===== config.mk =====
export PLATFORM = sky130hd
export DESIGN_NAME = freq_measure_sequencer
export DESIGN_NICKNAME = d
export VERILOG_FILES = /design/src/rtl/freq_pkg.sv /design/src/rtl/freq_measure_sequencer_bin2bcd_serial.sv /design/src/rtl/freq_measure_sequencer.sv
export SDC_FILE = /design/constraint.sdc
export NUM_CORES = 1
export LEC_CHECK = 0
export ABC_AREA = 1
export CAP_MARGIN = 20
export CORE_MARGIN = 2
export CORE_UTILIZATION = 35
export CTS_CLUSTER_DIAMETER = 40
export CTS_CLUSTER_SIZE = 28
export DETAILED_ROUTE_END_ITERATION = 10
export DONT_BUFFER_PORTS = 1
export SETUP_SLACK_MARGIN = 0.05
export SLEW_MARGIN = 20
export SYNTH_ARGS = -nofsm -noshare
export SYNTH_HDL_FRONTEND = slang
export SYNTH_HIERARCHICAL = 1
export SYNTH_SLANG_ARGS = --single-unit
export TNS_END_PERCENT = 20

===== constraint.sdc =====
create_clock -name clk -period 1.8 [get_ports clk]
set_input_delay 0.27 -clock clk [delete_from_list [all_inputs] [get_ports clk]]
set_output_delay 0.27 -clock clk [all_outputs]
set_load 0.005 [all_outputs]

===== src/rtl/freq_pkg.sv =====
// Shared types and constants for the frequency-measurement path.
// Used by the sequencer and the serial BCD converter.
package freq_pkg;

   typedef enum logic [1:0] {
      S_GATE    = 2'd0,
      S_CONV    = 2'd1,
      S_PUBLISH = 2'd2
   } state_t;

   localparam int DIGIT_W    = 4;
   localparam int DEF_PERIOD = 1199;
   localparam int MAX_CNT    = 99;
   localparam int BCD_BASE   = 10;

endpackage


===== src/rtl/freq_measure_sequencer_bin2bcd_serial.sv =====
// Serial binary-to-BCD converter by repeated subtraction of ten.
// done is high in the final conversion cycle (one digit step per clock).
module bin2bcd_serial
   import freq_pkg::*;
#(
   parameter int COUNT_BITS = 7
) (
   input  logic                  clk,
   input  logic                  reset,
   input  logic                  start,
   input  logic [COUNT_BITS-1:0] count,
   output logic [DIGIT_W-1:0]    tens,
   output logic [DIGIT_W-1:0]    units,
   output logic                  done
);

   logic [COUNT_BITS-1:0] work;
   logic                  active;

   // final step: remainder already below ten
   assign done = active && (work < COUNT_BITS'(BCD_BASE));

   // load on start, then peel off one ten per cycle
   always_ff @(posedge clk) begin
      if (!reset) begin
         work   <= '0;
         active <= 1'b0;
         tens   <= '0;
         units  <= '0;
      end else if (start) begin
         work   <= count;
         tens   <= '0;
         active <= 1'b1;
      end else if (active) begin
         if (work >= COUNT_BITS'(BCD_BASE)) begin
            work <= work - COUNT_BITS'(BCD_BASE);
            tens <= tens + DIGIT_W'(1);
         end else begin
            units  <= work[DIGIT_W-1:0];
            active <= 1'b0;
         end
      end
   end

endmodule


===== src/rtl/freq_measure_sequencer.sv =====
// Gate window / count / convert / publish sequencer for the
// two-digit frequency counter, with boundary-safe period reloads.
module freq_measure_sequencer
   import freq_pkg::*;
#(
   parameter int BITS           = 12,
   parameter int DEFAULT_PERIOD = DEF_PERIOD,
   parameter int COUNT_BITS     = 7,
   parameter int MAX_COUNT      = MAX_CNT
) (
   input  logic               clk,
   input  logic               reset,
   input  logic               edge_pulse,
   input  logic [BITS-1:0]    period,
   input  logic               period_load,
   output logic               gate_active,
   output logic               busy,
   output logic [DIGIT_W-1:0] tens,
   output logic [DIGIT_W-1:0] units,
   output logic               overflow,
   output logic               result_valid,
   input  logic               result_ready
);

   state_t                state;
   state_t                state_next;
   logic [BITS-1:0]       win_cnt;
   logic [BITS-1:0]       act_period;
   logic [BITS-1:0]       pend_period;
   logic                  pend_flag;
   logic [COUNT_BITS-1:0] edge_cnt;
   logic [COUNT_BITS-1:0] cnt_next;
   logic                  ovf_q;
   logic                  at_max;
   logic                  win_end;
   logic                  handshake;
   logic                  conv_start;
   logic                  conv_done;

   assign at_max    = (edge_cnt == COUNT_BITS'(MAX_COUNT));
   assign win_end   = (win_cnt == act_period);
   assign handshake = result_valid && result_ready;
   assign cnt_next  = (edge_pulse && !at_max) ?
                      edge_cnt + COUNT_BITS'(1) : edge_cnt;
   assign overflow  = ovf_q;

   // state register
   always_ff @(posedge clk) begin
      if (!reset) state <= S_GATE;
      else        state <= state_next;
   end

   // next-state and Moore outputs
   always_comb begin
      state_next   = state;
      gate_active  = 1'b0;
      busy         = 1'b0;
      result_valid = 1'b0;
      conv_start   = 1'b0;
      case (state)
         S_GATE: begin
            gate_active = 1'b1;
            if (win_end) begin
               conv_start = 1'b1;
               state_next = S_CONV;
            end
         end
         S_CONV: begin
            busy = 1'b1;
            if (conv_done) state_next = S_PUBLISH;
         end
         S_PUBLISH: begin
            result_valid = 1'b1;
            if (result_ready) state_next = S_GATE;
         end
         default: state_next = S_GATE;
      endcase
   end

   // window timing, edge counting and overflow flag
   always_ff @(posedge clk) begin
      if (!reset) begin
         win_cnt  <= '0;
         edge_cnt <= '0;
         ovf_q    <= 1'b0;
      end else if (state == S_GATE) begin
         edge_cnt <= cnt_next;
         if (edge_pulse && at_max) ovf_q <= 1'b1;
         if (win_end) win_cnt <= '0;
         else         win_cnt <= win_cnt + BITS'(1);
      end else if (handshake) begin
         edge_cnt <= '0;
         ovf_q    <= 1'b0;
      end
   end

   // period staging: new value takes effect only at a window start
   always_ff @(posedge clk) begin
      if (!reset) begin
         act_period  <= BITS'(DEFAULT_PERIOD);
         pend_period <= '0;
         pend_flag   <= 1'b0;
      end else begin
         if (handshake && pend_flag) begin
            act_period <= pend_period;
            pend_flag  <= 1'b0;
         end
         if (period_load) begin
            pend_period <= period;
            pend_flag   <= 1'b1;
         end
      end
   end

   bin2bcd_serial #(
      .COUNT_BITS (COUNT_BITS)
   ) u_bcd (
      .clk   (clk),
      .reset (reset),
      .start (conv_start),
      .count (cnt_next),
      .tens  (tens),
      .units (units),
      .done  (conv_done)
   );

endmodule


# After elaboration in Yosys (flattened, before gate mapping)
# Cells that the tools add are included.
[word_totals]
ff_bits = 63
latchBits = 0
mem_bits_rw = 0
rom_bits = 0
output_inout_bits = 12
n_memories = 0
[classes]
n_addsub = 4
n_mul = 0
n_div = 0
magnitude_cmp = 2
n_eq_ne = 8
shift = 0
n_mux = 24
n_bitwise = 3
reduce_logical = 17
[ops]
columns = ["cell", "n"]
rows = [
  ["$mux W7", 6],
  ["$mux W1", 13],
  ["$add A12 B1 Y12 const B", 1],
  ["$eq A12 B12 Y1", 1],
  ["$mux W12", 1],
  ["$reduce_bool A2 Y1", 4],
  ["$add A7 B1 Y7 const B", 1],
  ["$eq A7 B7 Y1 const B", 1],
  ["$ge A7 B4 Y1 const B", 1],
  ["$lt A7 B4 Y1 const B", 1],
  ["$sub A7 B4 Y7 const B", 1],
  ["$mux W2", 3],
  ["$ne A2 B2 Y1 const B", 3],
  ["$pmux W2 S3", 1],
  ["$reduce_and A2 Y1", 3],
  ["$reduce_and A3 Y1", 2],
  ["$logic_and A1 B1 Y1", 5],
  ["$add A4 B1 Y4 const B", 1],
  ["$not A1 Y1", 3],
  ["$eq A2 B1 Y1 const B", 1],
  ["$eq A2 B2 Y1 const B", 1],
  ["$logic_not A2 Y1", 1],
  ["$ne A2 B1 Y1 const B", 1],
  ["$reduce_or A2 Y1", 1],
  ["$logic_not A1 Y1", 1],
]

# Longest topological paths before layout
[logic_depth]
word_depth = 6
mapped_depth = 12

# Hierarchy
# Netlist, hierarchy kept.
[by_module_without_submodules]
columns = ["module", "n_inst", "cells_each", "area_each_um2", "seq_area_each_um2"]
rows = [
  ["freq_measure_sequencer", 1, 325, 2267.2, 940.9],
  ["bin2bcd_serial", 1, 117, 873.3, 320.3],
]

# Worst setup path before layout
# No wires, ideal clock.
[synth_path]
kind = "register to register"
from = "register win_cnt[7]"
to = "register u_bcd.units[0]"
setup_time_ns = 0.118
arrival_ns = 1.551
required_time_ns = 1.682
path_slack_ns = 0.131
path_stages_with_launch = 11
n_path_buf = 0
synth_period_minus_slack_ns = 1.669
path_cell_list = "dfxtp_1 -> xnor2_1 -> nand2_1 -> nor2_1 -> nand3_2 -> nor2_1 -> clkinv_1 -> nand2_4 -> nor2_4 -> o21ai_1 -> nor2_1"
[synth_via]
elab_chain_len = 5
[synth_rtl]
columns = ["element", "line_no", "source"]
rows = [
  ["start, declared", "freq_measure_sequencer.sv:27", "logic [BITS-1:0] win_cnt;"],
  ["start signal, assigned", "freq_measure_sequencer.sv:90", "else win_cnt <= win_cnt + BITS'(1);"],
  ["$eq A12 B12 Y1", "freq_measure_sequencer.sv:41", "assign win_end = (win_cnt == act_period);"],
  ["$mux W1", "freq_measure_sequencer.sv:63", "if (win_end) begin"],
  ["$mux W1", "freq_measure_sequencer.sv:60", "case (state)"],
  ["net conv_start", "freq_measure_sequencer.sv:37", "logic conv_start;"],
  ["$not A1 Y1 (no line)", "n/a", ""],
  ["$reduce_and A3 Y1 (no line)", "n/a", ""],
  ["end signal, assigned", "freq_measure_sequencer_bin2bcd_serial.sv:39", "units <= work[DIGIT_W-1:0];"],
  ["end, declared", "freq_measure_sequencer_bin2bcd_serial.sv:13", "output logic [DIGIT_W-1:0] units,"],
]
# The timed path passes the listed nets, and every way through them passes these cells.
# A chain may end at the register's enable or synchronous reset.

# Worst setup path after layout
[layout_path]
from = "register win_cnt[3]"
to = "register u_bcd.units[3]"
# The elaborated chain is that of the path after synthesis.

==> run summary <==
Synthesized area - 3140 sq um
Hpwl dp - 4920 microns
TritonCTS clock tree - yes
Global-route wire length before repair - 11800 microns
Largest net degree at the start of global routing - 28
CTS clock-pin slew for the worst setup and hold paths - 80 ps
Final instance area - 3560 sq um
Top Ports - 29
CP endpoint kind - flip-flop
CTS max path bufs - 2
Crit path required time - 2040 ps
Crit-path cells - inv_1, nand2_1, nand2_1, nand2_1, nor2_2, nand3_2, nor2_2, bufinv_8, nand2_4, nor2_4, o21ai_1, nor2_1
Met1 usage - 0.183
Syn Area/Cell - 7.11 sq um
Status - finished, final reports clean
Crit-path max cell delay - 350 ps
CTS buffer count - 9
Largest family of logic cells by synthesized area - simple AND/OR/NAND/NOR gates
Final WL - 6720 microns
GRT met3 Usage - 0.0440
Slowest-stage cell, CP - dfxtp_1
PwrDens - 840 nW/um^2
Final Hold Fails - 0
Top cell family by delay on the critical path - simple AND/OR/NAND/NOR gates
Row count - 34
VDD IR-drop max - 544 uV
Number of global-route vias before repair - 2592
Gr busiest metal - met2
# clock sinks - 63
Yosys cell types - 36
CP Buf/Inv Count - 2
Die Area - 9750 sq um
# DRC - 0
Post-Synth Adder-Cell Area - 0.0159
Post-synthesis net count - 463
Final ANT Viol Nets - 0
Critical path type - flip-flop to flip-flop
Yosys warns - 6
Leak - 0.00151 uW
Fin util - 0.408
Cells after Synth - 442
Root buffer cell - clkbuf_8
H-tree levels - 3
Worst slew pin tran - 500 ps
Layout cell share with drive strength beyond 1 - 0.154
DR vias/cell - 4.74
Period minus WS final - 1590 ps
Min-delay worst type - primary input to flip-flop
Synthesized flop and latch total - 63
GRT Total Usage - 0.149
Mux share of post-synthesis cell area - 0
Crit Path Max Fanout - 10
Synth-to-Final Area Change - 13.3%
RSZ-0062 raised after global routing - true
Met2 global-route usage - 0.243
Startpoint Class - flip-flop
Routed wire per std cell - 11.9 microns
Post-synth EDFFs - 0
Die Ht - 98.7 microns
Drt pass-1 iters - 4
Peak Freq - 0.628 GHz
CP arrival - 1830 ps
Port bufs - 0
Xor and xnor area share after synthesis - 0.0279
Overflow after GRT - 0
N_diodes - 0
Fin crit share - 0.884
Width of the die - 98.7 microns
Core Footprint - 8720 sq um
Post-synthesis compound-gate area fraction - 0.127
Starting Density - 0.360
Nets - 471
# setup viols final - 0
Asr flop ratio synth - 0
Seq/Total Area, Yosys - 0.402
Total power - 2990 uW
Fin. max-slew vios - 0
Clk_lat worst skew - 350 ps
DR iter-0 viols - 101
Max-cap check violation count - 0
Antenna violations before repair - 0
Post-Synth Simple-Gate Area - 0.352
GPL Wtd Cong - 0.850
Clk_skew - 9.07 ps
Most used DFF post-synth - dfxtp_1
Routed vias - 2671
Rel. slew slack - 0.665
Cell Area, Placed - 3270 sq um
Cell mode on critical path - nand2_1
-- synthesized netlist by cell type (2+ instances only) --
cell type	count	share of area
nand2_1	116	0.14
dfxtp_1	63	0.40
nor2_1	55	0.066
inv_1	44	0.053
a21oi_1	30	0.048
o21ai_0	26	0.041
nand3_1	21	0.033
nor2_4	10	0.036
o21ai_1	9	0.014
nor3_1	6	0.0096
xor2_1	6	0.017
clkbuf_1	5	0.0060
nand2_2	5	0.010
nand4_1	5	0.010
ha_1	4	0.016
inv_2	4	0.0048
xnor2_1	4	0.011
buf_2	3	0.0048
nand3_2	3	0.0096
clkinv_1	2	0.0024
nand2_4	2	0.0072
nor2_2	2	0.0040
nor2_8	2	0.013
o21ai_2	2	0.0056
or2_2	2	0.0040
-- worst register-to-register path, delay by kind of cell, from the launching register on --
family	cells	cell delay, ps
buffers and inverters	2	300
DFF	1	350
AOI/OAI and AO/OA	1	140
and+or+nand+nor	9	720
-- power by group --
| group | internal [uW] | switching (uW) |
|---|---|---|
| clock | 798 | 619 |
| sequential | 1430 | 25.1 |
| combinational | 46.5 | 72.1 |
| total | 2270 | 717 |
-- layout make-up --
class                      instances  area (sq um)
tap                              108           135
clock inverter                     7           106
timing repair buffer               6          47.5
fill                             882          5160
clock buffer                       9           124
inverter                          51           206
multi-input combinational        319          1670
sequential                        63          1270
-- flip-flops by register name (all words and copies together), names as in the netlist --
signal,flops
win_cnt,12
pend_flag,1
act_period,12
u_bcd/tens,4
overflow,1
u_bcd/work,7
u_bcd/units,4
pend_period,12
state,2
u_bcd/active,1
edge_cnt,7
-- worst paths after layout --
kind | startpoint | to | slack [ps] | cells after the start
setup / recovery | win_cnt[3] | u_bcd/units[3] | 210 | 12
hold / removal | reset | u_bcd/units[2] | 40 | 2
setup reg to reg | win_cnt[3] | u_bcd/units[3] | 210 | 12
hold reg to reg | pend_period[11] | act_period[11] | 460 | 2
-- routing by layer --
metal / up-vias / share of wire
met5: - / 0
met4: 0 / 0.020
met3: 12 / 0.052
met2: 54 / 0.45
met1: 1177 / 0.48
li1: 1428 / -
-- cells in the final DEF (no fill, tap or decap), types with 5 or more instances in the layout --
| cell | synthesis | layout |
|---|---|---|
| nor3_1 | 6 | 6 |
| nand2_1 | 116 | 115 |
| inv_1 | 44 | 44 |
| o21ai_1 | 9 | 8 |
| nor2_1 | 55 | 52 |
| o21ai_0 | 26 | 26 |
| xor2_1 | 6 | 6 |
| dfxtp_1 | 63 | 58 |
| nor2_4 | 10 | 11 |
| a21oi_1 | 30 | 30 |
| nand4_1 | 5 | 5 |
| dfxtp_2 | 0 | 5 |
| nand3_1 | 21 | 21 |
| clkbuf_8 | 0 | 9 |
| buf_4 | 0 | 5 |
| nand2_2 | 5 | 6 |
-- timing repair --
item                                   4_1_cts  5_1_grt
setup endpoints to repair                    9       15
endpoints found under the hold margin        2        0
gates resized for setup                      1       14
cloned                                       0        0
setup buffers                                0        0
pin swaps                                    0        1
hold buffers                                 1        0
-- stage by stage --
step                      worst slack [ps]  cells  hold slack (ps)  TNS [ps]
final                                  208    563             35.8         0
after global routing                  11.6    563             34.0         0
after CTS                              103    563             30.0         0
after detailed placement             -6.58    546              369     -6.58
after global placement                22.9    546              366         0
after floorplan                        131    442              405         0
-- logic make-up (layout without fill, tap and decap cells) --
logic type,Yosys count,count (layout)
adder cells (fa/ha/maj),4,4
AND/OR/NAND/NOR,232,232
AO/OA/AOI/OAI,73,73
buffers and inverters,60,73
flip-flops,63,63
XOR/XNOR,10,10
Note: power is estimated with default switching activity, not from simulation.
